`config.mk`:
```
export PLATFORM = sky130hd
export DESIGN_NAME = vp_block_receiver
export DESIGN_NICKNAME = d
export VERILOG_FILES = /design/src/rtl/vp_block_receiver_pkg.sv /design/src/rtl/vp_block_receiver_assembler.sv /design/src/rtl/vp_block_receiver.sv
export SDC_FILE = /design/constraint.sdc
export NUM_CORES = 1
export LEC_CHECK = 0
export CAP_MARGIN = 25
export CORE_ASPECT_RATIO = 0.8
export CORE_UTILIZATION = 47
export DETAILED_ROUTE_END_ITERATION = 7
export HOLD_SLACK_MARGIN = 0.08
export PLACE_DENSITY_LB_ADDON = 0.15
export SLEW_MARGIN = 25
export SYNTH_ARGS = -nofsm -noshare
export SYNTH_HDL_FRONTEND = slang
export SYNTH_HIERARCHICAL = 1
export SYNTH_SLANG_ARGS = --single-unit
```
`constraint.sdc`:
```
create_clock -name Clock -period 1.95 [get_ports Clock]
set_input_delay 0.195 -clock Clock [delete_from_list [all_inputs] [get_ports Clock]]
set_output_delay 0.195 -clock Clock [all_outputs]
set_load 0.05 [all_outputs]
```
`src/rtl/vp_block_receiver_pkg.sv`:
```
// Shared definitions for the VP block receiver: bus width, transfer tags,
// receiver FSM encodings and beat counts per memory word.
package vp_block_receiver_pkg;

    localparam int WB_WIDTH = 32;

    localparam logic [1:0] TAG_INSTRUCTION_ADDRESS_TYPE = 2'b01;
    localparam logic [1:0] TAG_DATA_ADDRESS_TYPE        = 2'b10;

    localparam logic [1:0] VPRX_STATE_IDLE     = 2'd0;
    localparam logic [1:0] VPRX_STATE_COLLECT  = 2'd1;
    localparam logic [1:0] VPRX_STATE_WAIT_END = 2'd2;
    localparam logic [1:0] VPRX_STATE_DISCARD  = 2'd3;

    localparam logic [1:0] VPRX_CODE_BEATS = 2'd2;
    localparam logic [1:0] VPRX_DATA_BEATS = 2'd3;

    // Zero means the tag is not a legal block type.
    function automatic logic [1:0] beats_for_tag(input logic [1:0] tag);
        logic [1:0] beats;
        case (tag)
            TAG_INSTRUCTION_ADDRESS_TYPE: beats = VPRX_CODE_BEATS;
            TAG_DATA_ADDRESS_TYPE:        beats = VPRX_DATA_BEATS;
            default:                      beats = 2'd0;
        endcase
        return beats;
    endfunction

endpackage

```
`src/rtl/vp_block_receiver_assembler.sv`:
```
// Beat assembler: 96-bit left-shift register plus beat counter. The first
// beat ends up in the most significant occupied slot.
module vp_beat_assembler
    import vp_block_receiver_pkg::*;
(
    input  logic                clk,
    input  logic                rst_n,
    input  logic                clr,
    input  logic                load,
    input  logic [WB_WIDTH-1:0] din,
    output logic [95:0]         word,
    output logic [95:0]         next_word,
    output logic [1:0]          count
);

    logic [95:0] word_q, word_d;
    logic [1:0]  count_q, count_d;

    assign next_word = {word_q[63:0], din};

    // Shift / clear next-state logic
    always_comb begin
        word_d  = word_q;
        count_d = count_q;
        if (clr) begin
            word_d  = 96'd0;
            count_d = 2'd0;
        end else if (load) begin
            word_d  = next_word;
            count_d = count_q + 2'd1;
        end else begin
            word_d  = word_q;
            count_d = count_q;
        end
    end

    // Assembler state registers
    always_ff @(posedge clk or negedge rst_n) begin
        if (!rst_n) begin
            word_q  <= 96'd0;
            count_q <= 2'd0;
        end else begin
            word_q  <= word_d;
            count_q <= count_d;
        end
    end

    assign word  = word_q;
    assign count = count_q;

endmodule

```
`src/rtl/vp_block_receiver.sv`:
```
// Wishbone-side block-transfer responder: ACKs 32-bit beats and packs them into
// 64-bit code words or 96-bit data words with a one-cycle write strobe.
module vp_block_receiver
    import vp_block_receiver_pkg::*;
#(
    parameter int CODE_ADDR_WIDTH = 16,
    parameter int DATA_ADDR_WIDTH = 16
) (
    input  logic                       Clock,
    input  logic                       Reset,
    input  logic [WB_WIDTH-1:0]        DAT_I,
    input  logic [WB_WIDTH-1:0]        ADR_I,
    input  logic                       STB_I,
    input  logic                       WE_I,
    input  logic [1:0]                 TAG_I,
    input  logic                       CYC_I,
    input  logic                       MST_I,
    output logic                       ACK_O,
    output logic                       oCodeWriteEnable,
    output logic [CODE_ADDR_WIDTH-1:0] oCodeAddress,
    output logic [63:0]                oCodeData,
    output logic                       oDataWriteEnable,
    output logic [DATA_ADDR_WIDTH-1:0] oDataAddress,
    output logic [95:0]                oDataData,
    output logic                       oBusy,
    output logic                       oProtocolError
);

    logic [1:0]                 state_q, state_d;
    logic [1:0]                 target_q, target_d;
    logic [WB_WIDTH-1:0]        adr_q, adr_d;
    logic                       ack_q, ack_d;
    logic                       code_we_q, code_we_d;
    logic [CODE_ADDR_WIDTH-1:0] code_addr_q, code_addr_d;
    logic [63:0]                code_data_q, code_data_d;
    logic                       data_we_q, data_we_d;
    logic [DATA_ADDR_WIDTH-1:0] data_addr_q, data_addr_d;
    logic [95:0]                data_data_q, data_data_d;
    logic                       busy_q, busy_d;
    logic                       err_q, err_d;

    logic        sel_s, accept_s, asm_clr_s, asm_load_s;
    logic [1:0]  asm_count_s;
    logic [95:0] asm_word_s, asm_next_s;
    logic        unused_s;

    // MST_I is informational; ADR_I is only partially consumed.
    assign unused_s = ^{MST_I, ADR_I, asm_word_s};

    assign sel_s    = CYC_I & WE_I;
    assign accept_s = STB_I & ~ack_q & sel_s;

    vp_beat_assembler u_asm (
        .clk       (Clock),
        .rst_n     (Reset),
        .clr       (asm_clr_s),
        .load      (asm_load_s),
        .din       (DAT_I),
        .word      (asm_word_s),
        .next_word (asm_next_s),
        .count     (asm_count_s)
    );

    // Receiver FSM and output next-state logic
    always_comb begin
        state_d     = state_q;
        target_d    = target_q;
        adr_d       = adr_q;
        ack_d       = 1'b0;
        code_we_d   = 1'b0;
        code_addr_d = code_addr_q;
        code_data_d = code_data_q;
        data_we_d   = 1'b0;
        data_addr_d = data_addr_q;
        data_data_d = data_data_q;
        err_d       = err_q;
        asm_clr_s   = 1'b0;
        asm_load_s  = 1'b0;
        case (state_q)
            VPRX_STATE_IDLE: begin
                if (sel_s) begin
                    adr_d     = ADR_I;
                    asm_clr_s = 1'b1;
                    target_d  = beats_for_tag(TAG_I);
                    if (beats_for_tag(TAG_I) == 2'd0) begin
                        err_d   = 1'b1;
                        state_d = VPRX_STATE_DISCARD;
                    end else begin
                        state_d = VPRX_STATE_COLLECT;
                    end
                end else begin
                    state_d = VPRX_STATE_IDLE;
                end
            end
            VPRX_STATE_COLLECT: begin
                if (!sel_s) begin
                    // Block ended short: partial word is dropped.
                    err_d     = 1'b1;
                    asm_clr_s = 1'b1;
                    state_d   = VPRX_STATE_IDLE;
                end else if (accept_s) begin
                    asm_load_s = 1'b1;
                    ack_d      = 1'b1;
                    if ((asm_count_s + 2'd1) == target_q) begin
                        state_d = VPRX_STATE_WAIT_END;
                        if (target_q == VPRX_CODE_BEATS) begin
                            code_we_d   = 1'b1;
                            code_addr_d = adr_q[CODE_ADDR_WIDTH-1:0];
                            code_data_d = asm_next_s[63:0];
                        end else begin
                            data_we_d   = 1'b1;
                            data_addr_d = adr_q[DATA_ADDR_WIDTH-1:0];
                            data_data_d = asm_next_s;
                        end
                    end else begin
                        state_d = VPRX_STATE_COLLECT;
                    end
                end else begin
                    state_d = VPRX_STATE_COLLECT;
                end
            end
            VPRX_STATE_WAIT_END: begin
                if (!CYC_I) begin
                    state_d = VPRX_STATE_IDLE;
                end else if (accept_s) begin
                    ack_d = 1'b1;
                    err_d = 1'b1;
                end else begin
                    state_d = VPRX_STATE_WAIT_END;
                end
            end
            VPRX_STATE_DISCARD: begin
                if (!CYC_I) begin
                    state_d = VPRX_STATE_IDLE;
                end else if (accept_s) begin
                    ack_d = 1'b1;
                end else begin
                    state_d = VPRX_STATE_DISCARD;
                end
            end
            default: begin
                state_d = VPRX_STATE_IDLE;
            end
        endcase
        busy_d = (state_d != VPRX_STATE_IDLE);
    end

    // State and registered outputs
    always_ff @(posedge Clock or negedge Reset) begin
        if (!Reset) begin
            state_q     <= VPRX_STATE_IDLE;
            target_q    <= 2'd0;
            adr_q       <= '0;
            ack_q       <= 1'b0;
            code_we_q   <= 1'b0;
            code_addr_q <= '0;
            code_data_q <= 64'd0;
            data_we_q   <= 1'b0;
            data_addr_q <= '0;
            data_data_q <= 96'd0;
            busy_q      <= 1'b0;
            err_q       <= 1'b0;
        end else begin
            state_q     <= state_d;
            target_q    <= target_d;
            adr_q       <= adr_d;
            ack_q       <= ack_d;
            code_we_q   <= code_we_d;
            code_addr_q <= code_addr_d;
            code_data_q <= code_data_d;
            data_we_q   <= data_we_d;
            data_addr_q <= data_addr_d;
            data_data_q <= data_data_d;
            busy_q      <= busy_d;
            err_q       <= err_d;
        end
    end

    assign ACK_O            = ack_q;
    assign oCodeWriteEnable = code_we_q;
    assign oCodeAddress     = code_addr_q;
    assign oCodeData        = code_data_q;
    assign oDataWriteEnable = data_we_q;
    assign oDataAddress     = data_addr_q;
    assign oDataData        = data_data_q;
    assign oBusy            = busy_q;
    assign oProtocolError   = err_q;

endmodule

```
### Word-level counts from Yosys, hierarchy flattened

Cells that the tools add are included.

* bits in registers: 283
* bits of input ports: 72
* output and inout bits: 197
* word-level logic and storage cells: 83

* add/sub/neg operators: 1
* eq/ne operators: 12
* muxes and demuxes: 41
* bitwise logic cells: 5
* reductions and logical operators: 10

Operators with widths (number)
* $mux 64: 2
* $mux 2: 13
* $mux 1: 21
* $ne 2x2->1 const B: 5
* $reduce_and 5->1: 2
* $eq 2x2->1 const B: 4
* $pmux 2 s4: 1
* $reduce_and 6->1: 1
* $eq 2x1->1 const B: 2
* $logic_not 2->1: 2
* $pmux 1 s2: 2
* $pmux 2 s2: 1
* $reduce_bool 2->1: 2
* $and 1x1->1: 3
* $pmux 1 s3: 1
* $reduce_bool 3->1: 1
* $add 2x1->2 const B: 1
* $eq 2x2->1: 1
* $not 1->1: 2
* $reduce_and 2->1: 1
* $reduce_or 2->1: 1

### Depth between registers and ports, before layout

* depth in word-level cells: 9
* mapped depth: 9
* depth with buffers taken out: 6

### By module

The synthesis kept the hierarchy.

By module, submodules not included
* vp_block_receiver: instances 1, cells an instance 493, area each 8863.5 sq um, sequential area each 5430.2 sq um
* vp_beat_assembler: instances 1, cells an instance 413, area each 4665.7 sq um, sequential area each 2452.4 sq um

### Worst setup path after synthesis

Ideal clock, no wire load.

* path type: register to register
* start point: register state_q[0]
* end point: register u_asm/word[65] (netlist name)
* setup time: 0.121 ns
* arrival: 1.820 ns
* required time: 1.829 ns
* slack: 0.009 ns
* stages on the path, launching flop included: 11
* path buffers: 5
* period minus slack after synthesis: 1.941 ns
* path through: dfrtp_1 -> inv_1 -> ha_1 -> clkbuf_1 -> nand3_1 -> clkbuf_1 -> nand2_1 -> buf_2 -> buf_2 -> buf_2 -> nor2_1

RTL lines
* start, declared: line vp_block_receiver.sv:29 `logic [1:0] state_q, state_d;`
* start signal, assigned: line vp_block_receiver.sv:164 `state_q <= state_d;`

### Final worst setup path

* start point: register state_q[1]
* end point: register data_addr_q[10] (netlist: oDataAddress[10])

* longest elaborated chain between the ends: 2

RTL lines
* $eq 2x1->1: line vp_block_receiver.sv:79 `case (state_q)`
* $reduce_and 5->1 (no line)
* end signal, assigned: line vp_block_receiver.sv:172 `data_addr_q <= data_addr_d;`
* end, declared: line vp_block_receiver.sv:37 `logic [DATA_ADDR_WIDTH-1:0] data_addr_q, data_addr_d;`

Every way passes these cells.
A chain may end at the register's enable or synchronous reset.

==> flow_summary.toml <==
[outcome]
status = "finished with violations"
violations = "design-rule violations, negative setup slack"

[die]
die_y_um = 143.7
start_util = 0.4812
rows = 51
io_pins = 269
fp.dieW_um = 179.1
die_area_um2 = 25730
coreArea_um2 = 24500

[worst_setup_path]
crit_type = "flop to flop"
crit_fanout = 8
critical_path.most_common_cell = "nand3_4"
critPathLaunchType = "flop"
worstReg2RegStart = "state_q[1]$_DFF_PN0_"
r2r_cells = 9
cp_data_arrival_time_ns = 2.42
end_kind = "flop"
max_stage_delay_ns = 0.39
crit_chain = "inv_2 > ha_4 > nand3_4 > nor3b_4 > buf_6 > nand3_4 > buf_8 > clkbuf_16 > mux2_4"
cpMaxStageDelayCell = "dfrtp_1"
crit_start = "state_q[1]$_DFF_PN0_"
crit_required_ns = 2.37

[logic_synthesis]
netlist_area_um2 = 11790
synth_warnings = 6
avgSynthCellArea_um2 = 15.87
postSynthCellCount = 743
synth_nets = 820

[placed_design]
dpl.hpwl_um = 15800
gp_congestion = 0.8180
dp_slack_ns = -0.2882
dp_cells = 1272
io_buffers = 251

[timing]
fin_crit_ns = 1.996
max_freq_mhz = 501.1
finClkSkew_ns = 0.01094
fin_crit_sh = 1.023
fin_ws_ns = -0.04559
rsz0062_at_grt = "true"
worstMarginPinSlew_ns = 0.5816
hold_viol_final = 0
report.final.slew_viol_count = 0
maxSlewHeadroom = 0.6116
setup_violations = 73

[layout]
final_cells = 1348
multiInputGateArea_um2 = 4151
layout.nets = 1086
regArea_um2 = 7082
drive_gt1_frac = 0.3081
fill_cells = 1796
area_delta_synth_final_pct = 36.77

[routing]
routed_wl_um = 27100
drt_first_iter_violations = 355
dr.pass1.iters = 6
viasPerCell = 4.947
drc = 32
wire_per_inst_um = 20.10
drtAntennaViolNets = 0
vias = 6668

[clock_tree]
tritoncts = "done"
clock_latency_ns = 0.54
clock_path_buffers = 3
clock_sinks = 283
path_clk_slew_ns = 0.06
numCtsBuffers = 28
h-tree-depth = 1
root_buffer = "clkbuf_16"

[power]
vdd_drop_max_v = 0.0005781
cellLeakagePower_uw = 0.009739
power_density_nw_per_um2 = 872.8

[global_route]
grt_pass1_vias = 6868
grt_use_total = 0.1948
antenna_found_initial = 2
grt_overflow = 0
grt_max_degree = 64
grt_pass1_wl_um = 38910

[job]
maxCapViolations = 0

[worst_hold_path]
hold_class = "input pin to asynchronous set/reset pin"
-- registers in the layout (all words and copies together) (netlist names) --
register,cells
oDataAddress,16
u_asm/count,2
oCodeAddress,16
oDataData,96
ACK_O,1
adr_q,16
target_q,2
oDataWriteEnable,1
oBusy,1
oCodeWriteEnable,1
oProtocolError,1
u_asm/word,64
oCodeData,64
state_q,2
-- final timing paths --
path	endpoint	slack [ns]
max in group asynchronous	oDataData[19]$_DFFE_PN0P_	1.12
setup reg to reg	oDataAddress[10]$_DFFE_PN0P_	-0.05
hold / removal	oCodeData[60]$_DFFE_PN0P_	0.16
setup / recovery	oDataAddress[10]$_DFFE_PN0P_	-0.05
min in group Clock	adr_q[10]$_DFFE_PN0P_	0.26
hold reg to reg	oProtocolError$_DFFE_PN0P_	0.46
-- repair_timing --
| item | CTS | global route |
|---|---|---|
| gates cloned | 1 | 16 |
| endpoints found under the hold margin | 283 | 0 |
| endpoints found under the setup margin | 218 | 342 |
| pin swaps | 2 | 1 |
| hold buffers | 1 | 0 |
| buffers inserted | 2 | 5 |
| resized for setup | 32 | 123 |
-- power breakdown --
part           total [uW]  internal [uW]  leakage (uW)  switching, uW
logic                2510           1020       0.00543           1490
clock network        5050           2860      0.000417           2190
registers            6510           6260       0.00389            252
-- metal layers --
layer | vias to the layer above | global-route usage | wire [um]
li1 | 3063 | - | -
met1 | 3393 | 0.2792 | 12860
met2 | 178 | 0.2924 | 11940
met3 | 32 | 0.05820 | 1896
met4 | 2 | 0.04014 | 396
met5 | - | 0 | 12
-- area by class of cell --
class	instances	area share
multi-input cells	380	0.2574
clock buffers	41	0.04772
repair buffers	311	0.2245
clock inverters	9	0.005199
inverters	5	0.001164
diodes	1	0.0001552
flip-flops and latches	283	0.4392
well taps	318	0.02467
-- through the flow --
| stage | cell area [um2] | TNS, ns | hold slack, ns | power [uW] | util |
|---|---|---|---|---|---|
| finish | 16130 | -2.068 | 0.1600 | 14070 | 0.6581 |
| global route | 16130 | -16.09 | 0.1868 | 14630 | 0.6581 |
| CTS | 15420 | -0.6579 | 0.1765 | 14190 | 0.6293 |
| detailed placement | 14540 | -50.38 | 0.1514 | 9120 | 0.5934 |
| global placement | 14540 | -39.89 | 0.1531 | 9101 | 0.5934 |
| floorplan | 11790 | 0 | -0.1006 | 8142 | - |
-- worst max-delay path: cells and delay by family (launching register included) --
family,cells,cell delay [ns]
buffers and inverters,4,0.58
AND/OR/NAND/NOR,3,0.47
flip-flops,1,0.39
multiplexers,1,0.30
adder cells (fa/ha/maj),1,0.14
-- layout by cell type, fill, tap and decap left out, types with 6 or more instances in the layout --
cell / instances
dfrtp_1: 283
mux2_4: 149
clkdlybuf4s50_1: 125
dlymetal6s2s_1: 97
mux2i_1: 66
nor2_1: 66
mux2_2: 60
clkbuf_16: 36
dlygate4sd2_1: 28
buf_4: 24
clkbuf_1: 11
buf_12: 10
buf_6: 7
clkinv_2: 6
buf_16: 6
(Power assumes the default switching activity.)
